$ cat src/rtl/jogador_automatico.sv
// rtl/jogador_automatico.sv - hardware auto-player that drives one round of the memory game
module jogador_automatico #(
  parameter int N_JOGADAS = 16,
  parameter int T_INICIAR = 5,
  parameter int T_HOLD    = 10,
  parameter int T_GAP     = 10,
  parameter int T_TIMEOUT = 255
) (
  input  logic       clock,
  input  logic       reset,
  input  logic       start,
  input  logic       erro_en,
  input  logic [3:0] erro_idx,
  input  logic       acertou,
  input  logic       errou,
  input  logic       pronto,
  output logic       iniciar,
  output logic [3:0] chaves,
  output logic       fim,
  output logic       sucesso,
  output logic       timeout,
  output logic [3:0] db_estado,
  output logic [3:0] db_idx
);

  typedef enum logic [3:0] {
    IDLE      = 4'd0,
    PULSO     = 4'd1,
    ESPERA    = 4'd2,
    APRESENTA = 4'd3,
    LIBERA    = 4'd4,
    AGUARDA   = 4'd5,
    FIM       = 4'd6
  } estado_t;

  // Each timed state lasts exactly T cycles: the timer restarts at 0 on entry.
  localparam logic [7:0] LIM_INI  = 8'(T_INICIAR - 1);
  localparam logic [7:0] LIM_HOLD = 8'(T_HOLD - 1);
  localparam logic [7:0] LIM_GAP  = 8'(T_GAP - 1);
  localparam logic [7:0] LIM_TO   = 8'(T_TIMEOUT - 1);
  localparam logic [3:0] LIM_IDX  = 4'(N_JOGADAS - 1);

  estado_t    state_q, state_d;
  logic [7:0] timer_q, timer_d;
  logic [3:0] idx_q, idx_d;
  logic       err_en_q, err_en_d;
  logic [3:0] err_idx_q, err_idx_d;
  logic       iniciar_q, iniciar_d;
  logic [3:0] chaves_q, chaves_d;
  logic       fim_q, fim_d;
  logic       sucesso_q, sucesso_d;
  logic       timeout_q, timeout_d;

  // Expected one-hot for jogada idx; the wrong value is that rotated by two.
  // idx never exceeds N_JOGADAS-1, so an out-of-range erro_idx never matches.
  function automatic logic [3:0] jogada_valor(input logic [3:0] idx, input logic en,
                                              input logic [3:0] eidx);
    logic [3:0] esperado;
    esperado = 4'b0001 << idx[1:0];
    if (en && (idx == eidx)) return {esperado[1:0], esperado[3:2]};
    return esperado;
  endfunction

  // Next-state, counters and next values of the registered outputs.
  always_comb begin
    state_d   = state_q;
    idx_d     = idx_q;
    err_en_d  = err_en_q;
    err_idx_d = err_idx_q;
    fim_d     = fim_q;
    sucesso_d = sucesso_q;
    timeout_d = timeout_q;
    case (state_q)
      IDLE: begin
        if (start) begin
          state_d   = PULSO;
          fim_d     = 1'b0;
          sucesso_d = 1'b0;
          timeout_d = 1'b0;
          idx_d     = 4'd0;
          err_en_d  = erro_en;
          err_idx_d = erro_idx;
        end
      end
      PULSO:  if (timer_q == LIM_INI) state_d = ESPERA;
      ESPERA: if (timer_q == LIM_GAP) state_d = APRESENTA;
      APRESENTA: begin
        if (pronto) begin
          state_d   = FIM;
          sucesso_d = acertou & ~errou;
          timeout_d = 1'b0;
        end else if (timer_q == LIM_HOLD) begin
          state_d = LIBERA;
        end
      end
      LIBERA: begin
        if (pronto) begin
          state_d   = FIM;
          sucesso_d = acertou & ~errou;
          timeout_d = 1'b0;
        end else if (timer_q == LIM_GAP) begin
          if (idx_q == LIM_IDX) begin
            state_d = AGUARDA;
          end else begin
            idx_d   = idx_q + 4'd1;
            state_d = APRESENTA;
          end
        end
      end
      AGUARDA: begin
        if (pronto) begin
          state_d   = FIM;
          sucesso_d = acertou & ~errou;
          timeout_d = 1'b0;
        end else if (timer_q == LIM_TO) begin
          state_d   = FIM;
          sucesso_d = 1'b0;
          timeout_d = 1'b1;
        end
      end
      FIM:     if (!start) state_d = IDLE;
      default: state_d = IDLE;
    endcase
    if (state_d == FIM) fim_d = 1'b1;
    timer_d   = (state_d != state_q) ? 8'd0 : timer_q + 8'd1;
    iniciar_d = (state_d == PULSO);
    chaves_d  = (state_d == APRESENTA) ? jogada_valor(idx_d, err_en_d, err_idx_d) : 4'd0;
  end

  // State and output registers; outputs never see inputs combinationally.
  always_ff @(posedge clock or posedge reset) begin
    if (reset) begin
      state_q   <= IDLE;
      timer_q   <= 8'd0;
      idx_q     <= 4'd0;
      err_en_q  <= 1'b0;
      err_idx_q <= 4'd0;
      iniciar_q <= 1'b0;
      chaves_q  <= 4'd0;
      fim_q     <= 1'b0;
      sucesso_q <= 1'b0;
      timeout_q <= 1'b0;
    end else begin
      state_q   <= state_d;
      timer_q   <= timer_d;
      idx_q     <= idx_d;
      err_en_q  <= err_en_d;
      err_idx_q <= err_idx_d;
      iniciar_q <= iniciar_d;
      chaves_q  <= chaves_d;
      fim_q     <= fim_d;
      sucesso_q <= sucesso_d;
      timeout_q <= timeout_d;
    end
  end

  assign iniciar   = iniciar_q;
  assign chaves    = chaves_q;
  assign fim       = fim_q;
  assign sucesso   = sucesso_q;
  assign timeout   = timeout_q;
  assign db_estado = state_q;
  assign db_idx    = idx_q;

endmodule

$ cat config.mk
export PLATFORM = sky130hd
export DESIGN_NAME = jogador_automatico
export DESIGN_NICKNAME = d
export VERILOG_FILES = /design/src/rtl/jogador_automatico.sv
export SDC_FILE = /design/constraint.sdc
export NUM_CORES = 1
export LEC_CHECK = 0
export ABC_CLOCK_PERIOD_IN_PS = 2750
export CORE_MARGIN = 2
export CORE_UTILIZATION = 65
export CTS_BUF_LIST = sky130_fd_sc_hd__clkbuf_8
export DETAILED_ROUTE_END_ITERATION = 16
export DONT_BUFFER_PORTS = 1
export HOLD_SLACK_MARGIN = 0.1
export PLACE_DENSITY = 0.81
export SKIP_CTS_REPAIR_TIMING = 1
export SLEW_MARGIN = 40
export SYNTH_ARGS = -nofsm -noshare
export SYNTH_HDL_FRONTEND = slang
export SYNTH_SLANG_ARGS = --single-unit
$ cat constraint.sdc
create_clock -name clock -period 2.75 [get_ports clock]
set_input_delay 0.55 -clock clock [delete_from_list [all_inputs] [get_ports clock]]
set_output_delay 0.55 -clock clock [all_outputs]
set_load 0.01 [all_outputs]
==> impl_metrics.ini, run 1 <==
[sta]
skew_ns = 0.00536
tightest_slew_ns = 0.519
drv_slew = 0
rsz0062_at_grt = false
finalCritPeriodShare_pct = 94.8
max_slew_margin_pct = 65.0
fin_tns_setup_ns = 0
hold_viol = 0
fmax_mhz = 383
min_period_ns = 2.61
setup_viol = 0

[placement]
port_buffers = 0
dp_hpwl_mm = 2.71
gp_congestion = 0.923

[floorplanning]
die_w_um = 56.6
die_y_um = 56.6
start_util_pct = 66.9
rows = 19
core_mm2 = 0.00269
io_pins = 27
die_area_mm2 = 0.00320

[setup_path]
worstPathRequired_ns = 2.93
critPathLaunchType = register
crit_arrival_ns = 2.78
path_cells = or4_1 > nor3_2 > a31oi_1 > a221o_1 > nor4_2 > nand3_1 > and3_1
slowest_stage = or4_1
end_kind = register
crit_fanout = 6
rr_startpoint = timer_q[5]$_DFF_PP0_
r2r_slack_ns = 0.14
rr_endpoint = chaves[2]$_DFF_PP0_
reg2reg_depth = 7
criticalPathCategory = reg -> reg
cpPeakStageDelay_ns = 0.68

[final_layout]
drive_gt1_share_pct = 15.9
area_growth_pct = 6.48
finalNetCount = 210
nFillCells = 209
diodes = 0
multi_input_area_um2 = 976
seq_area_um2 = 726

[global_routing]
top_usage_layer = met2
grt_pass1_wl_mm = 6.27
groute.layer.met1.usage_pct = 31.2
antenna_found_initial = 0
use_met2_pct = 42.2
grt_overflow = 0
track_usage_pct = 25.7
use_met3_pct = 8.29
grt_max_degree = 30
grt_pass1_vias = 1354

[synth]
synth-edff-count = 0
yosysWarnings = 0
syn_nets = 203
netlist_top_cells_area = dfrtp_1 (40%), nor3_1 (3.6%), ha_1 (3.5%), nand2_1 (3.1%), xor2_1 (2.9%)
yosysSeqAreaShare_pct = 40.4
async_reset_ff_share_pct = 100
ys.flop_type = dfrtp_1
post-synth-top-area-cell = dfrtp_1
ys_ff_latch = 29
postSynthAreaPerCell_um2 = 9.61
syn_area_mm2 = 0.00180
synth_cells = 187
ys_types = 55
netlist.area_leader.share_pct = 40.4

[route]
vias = 1441
drc = 0
firstDrtPassIters = 4
ant_nets = 0
drt_iter0_markers = 72
post_drt_wl_per_cell_um = 16.3
wl_mm = 3.69
viasPerCell = 6.38

[clock_tree]
cts_root_buf = clkbuf_8
clock_sinks = 29
cts_buffer_depth = 2
clk_latency_ns = 0.29
h-tree-depth = 2
numCtsBuffers = 5
clk_pin_slew_ns = 0.06
cts_tree = done

[outcome]
status = finished, final reports clean

[power]
power.static_leakage_nw = 0.881
power.density_mw_per_mm2 = 510
peakVddDrop_v = 0.000591
power.total_mw = 0.975

[hold_path]
hold_path.class = in -> async

[flow_run]
cap_viol_max_count = 0
==> final cells by class <==
cell class / instances / area share, %
multi-input combinational: 141 / 51.0
sequential: 29 / 37.9
clock buffer: 5 / 3.60
timing repair buffer: 7 / 2.75
tap: 31 / 2.03
inverter: 10 / 1.96
clock inverter: 3 / 0.719
==> per-stage QoR <==
step           worst slack (ns)  utilization, %  area [µm²]  cells  hold WS (ns)
2_1_floorplan             0.276               -        1800    187         0.440
3_3_place_gp              0.216            68.1        1830    218         0.480
3_5_place_dp              0.179            68.1        1830    218         0.502
4_1_cts                   0.152            71.2        1910    226         0.225
5_1_grt                  0.0534            71.2        1910    226         0.248
6_report                  0.142            71.2        1910    226         0.211
==> registers in the layout, summed over array words and instances (netlist names) <==
signal     flops
err_en_q       1
sucesso        1
db_estado      4
fim            1
timeout        1
chaves         4
db_idx         4
err_idx_q      4
iniciar        1
timer_q        8
==> critical path, delay by kind of cell, from the launching register on <==
kind            cells  cell delay, ns
simple gates        5            1.60
compound gates      2            0.50
flops               1            0.41
==> cells in the final DEF (no fill, tap or decap), types with 2 or more instances in the layout <==
cell type   n
a21boi_1    2
a21oi_1     7
a22o_1      2
a31oi_1     2
and2_1      2
and2_2      2
and3_1      6
buf_4       7
clkbuf_8    5
clkinv_2    2
dfrtp_1    29
ha_1        5
inv_1      11
mux2_2      3
mux2i_1     2
nand2_1    15
nand2b_1    2
nand3_1     6
nand3b_1    3
nand4_1     4
nor2_1     12
nor2b_1     3
nor3_1     13
nor3b_1     4
nor4_1      4
nor4_2      2
o211ai_1    3
o21ai_0     2
or3_1       3
xnor2_1     3
xor2_1      6
==> cells in the mapped netlist, drive strengths merged, types with 4 or more instances <==
cell type,n
xnor2,4
nand3,6
nand2,15
nor2,12
and2,4
dfrtp,29
and3,7
nor4,7
xor2,6
a21oi,7
buf,4
nor3b,4
nor3,14
nand4,4
ha,5
or3,4
inv,10
==> layer usage <==
layer,share of wire (%),up-vias
li1,-,685
met1,42,702
met2,50,46
met3,7.0,8
met4,1.4,0
met5,0,-
==> logic make-up after synthesis <==
| kind of cell | count (synthesis) | share of synthesized area [%] |
|---|---|---|
| xor gates and xnor gates | 10 | 5.29 |
| adders and majority gates | 5 | 3.48 |
| muxes | 5 | 2.99 |
| buffers and inverters | 17 | 5.29 |
| AOI/OAI and AO/OA | 29 | 11.7 |
| DFF | 29 | 40.4 |
| other | 1 | 0.209 |
| and+or+nand+nor | 91 | 30.6 |
==> worst max path at each step <==
stage / from / end / slack, ns / depth (start not counted)
5_1_grt: timer_q[5]$_DFF_PP0_ / chaves[2]$_DFF_PP0_ / 0.05 / 7
4_1_cts: timer_q[5]$_DFF_PP0_ / chaves[2]$_DFF_PP0_ / 0.15 / 7
6_report: timer_q[5]$_DFF_PP0_ / chaves[2]$_DFF_PP0_ / 0.14 / 7
2_1_floorplan: db_estado[0]$_DFF_PP0_ / chaves[2]$_DFF_PP0_ / 0.28 / 8
3_3_place_gp: timer_q[5]$_DFF_PP0_ / chaves[2]$_DFF_PP0_ / 0.22 / 7
3_5_place_dp: timer_q[5]$_DFF_PP0_ / chaves[2]$_DFF_PP0_ / 0.18 / 7
==> where the power goes <==
part	total, mW	switching [mW]	internal (mW)
clock network	0.335	0.164	0.171
registers	0.481	0.0250	0.456
logic	0.160	0.0953	0.0645
total	0.975	0.284	0.691
Note: power is estimated with default switching activity, not from simulation.
==> inputs of run 2 (changes only) <==
ABC_CLOCK_PERIOD_IN_PS = unset   (was 2750)
CORE_UTILIZATION = 60   (was 65)
PLACE_DENSITY = 0.76   (was 0.81)
==> impl_metrics.ini, run 2 (synthesized netlist as in run 1, its figures left out) <==
[sta]
drv_slew = 0
setup_viol = 0
fin_tns_setup_ns = 0
skew_ns = 0.00509
finalCritPeriodShare_pct = 93.2
hold_viol = 0
min_period_ns = 2.56
holdWs_ns = 0.215
fmax_mhz = 390
rsz0062_at_grt = false

[power]
power.density_mw_per_mm2 = 514
peakVddDrop_v = 0.000462
power.static_leakage_nw = 0.872

[setup_path]
criticalPathCategory = reg -> reg
cp.buffers_inverters = 0
critPathLaunchType = register
critical_path.top_delay_family = simple AND/OR/NAND/NOR gates
crit_fanout = 6
cpPeakStageDelay_ns = 0.61
slowest_stage = or4_4
end_kind = register
crit_arrival_ns = 2.74
path_cells = or4_4 > nor3_2 > a31oi_1 > a221o_1 > nor4_4 > nand3_1 > and3_1
worstPathRequired_ns = 2.93

[route]
wl_mm = 3.80
firstDrtPassIters = 10
viasPerCell = 6.38
post_drt_wl_per_cell_um = 16.7
ant_nets = 0
vias = 1449
drc = 2
drt_iter0_markers = 59

[global_routing]
top_usage_layer = met2
use_met2_pct = 41.7
track_usage_pct = 24.7
grt_pass1_vias = 1467
antenna_found_initial = 0
grt_pass1_wl_mm = 6.45
groute.layer.met1.usage_pct = 28.3
grt_overflow = 0
grt_max_degree = 30
use_met3_pct = 6.59

[clock_tree]
clk_pin_slew_ns = 0.07
numCtsBuffers = 5
cts_tree = done
cts_buffer_depth = 2
clock_sinks = 29
h-tree-depth = 2
cts_root_buf = clkbuf_8
clk_latency_ns = 0.29

[final_layout]
final_cell_mix = dfrtp_1 (29), nand2_1 (15), nor3_1 (13), nor2_1 (12), inv_1 (10)
drive_gt1_share_pct = 17.3
largest_reg_flops = 8
layout_commonest_cell = dfrtp_1
diodes = 0
finalNonFillerCells = 227
area_growth_pct = 8.08
largest_register = timer_q
nFillCells = 221
finalNetCount = 211

[floorplanning]
rows = 19
io_pins = 27
die_y_um = 58.7
die_area_mm2 = 0.00345
die_w_um = 58.7
start_util_pct = 64.0
core_mm2 = 0.00281

[outcome]
violations = design-rule violations
status = finished, violations left

[placement]
port_buffers = 0
gp_congestion = 0.901
dpl.cell_count = 219
dp_hpwl_mm = 2.82

[flow_run]
cap_viol_max_count = 0

[hold_path]
hold_path.class = in -> async
[run 2: cell count changes in the layout (fill, tap and decap cells not counted), sizes merged]
cell,change
buf,+1
clkinv,-2
clkinvlp,+3
inv,-1
[run 2: where the power goes]
part	switching (mW)	total [mW]	leakage (nW)	internal [mW]
combinational	0.0990	0.167	0.446	0.0678
clock	0.176	0.353	0.0364	0.177
sequential	0.0230	0.478	0.389	0.455
total	0.298	0.998	0.872	0.700
[run 2: worst reg2reg max path, cell delays in order, from the launching register on]
cell and delay (ns):
dfrtp_1 0.42, or4_4 0.61, nor3_2 0.17, a31oi_1 0.15
a221o_1 0.40, nor4_4 0.31, nand3_1 0.19, and3_1 0.21
[run 2: area by class of cell]
cell class | count | area (µm²) | area share [%]
flip-flops and latches | 29 | 726 | 37.4
multi-input cells | 141 | 988 | 50.9
clock inverters | 3 | 22.5 | 1.16
repair buffers | 8 | 60.1 | 3.09
well taps | 31 | 38.8 | 2.00
inverters | 10 | 37.5 | 1.93
clock buffers | 5 | 68.8 | 3.54
[run 2: worst paths after layout]
kind                                        start                      to  slack, ns  cells past startpoint
max                          timer_q[5]$_DFF_PP0_     chaves[2]$_DFF_PP0_       0.19                      7
min                                         reset     chaves[0]$_DFF_PP0_       0.22                      2
max reg2reg                  timer_q[5]$_DFF_PP0_     chaves[2]$_DFF_PP0_       0.19                      7
min reg2reg                err_idx_q[1]$_DFF_PP0_  err_idx_q[1]$_DFF_PP0_       0.50                      2
max in group asynchronous                   reset  db_estado[2]$_DFF_PP0_       2.27                      2
min in group clock                    erro_idx[3]  err_idx_q[3]$_DFF_PP0_       0.38                      2
[run 2: layer usage]
| layer | routed length [µm] | vias up |
|---|---|---|
| met5 | 0 | - |
| met4 | 102 | 0 |
| met2 | 1910 | 52 |
| met3 | 201 | 13 |
| met1 | 1590 | 696 |
| li1 | - | 688 |
[run 2: metrics by stage]
stage          cell area (µm²)  setup WS [ns]  power, mW  utilization, %
2_1_floorplan             1800          0.276      0.609               -
3_3_place_gp              1840          0.193      0.638            65.5
3_5_place_dp              1840         0.0465      0.647            65.5
4_1_cts                   1930         0.0453       1.00            68.8
5_1_grt                   1940         0.0473       1.05            69.2
6_report                  1940          0.188      0.998            69.2
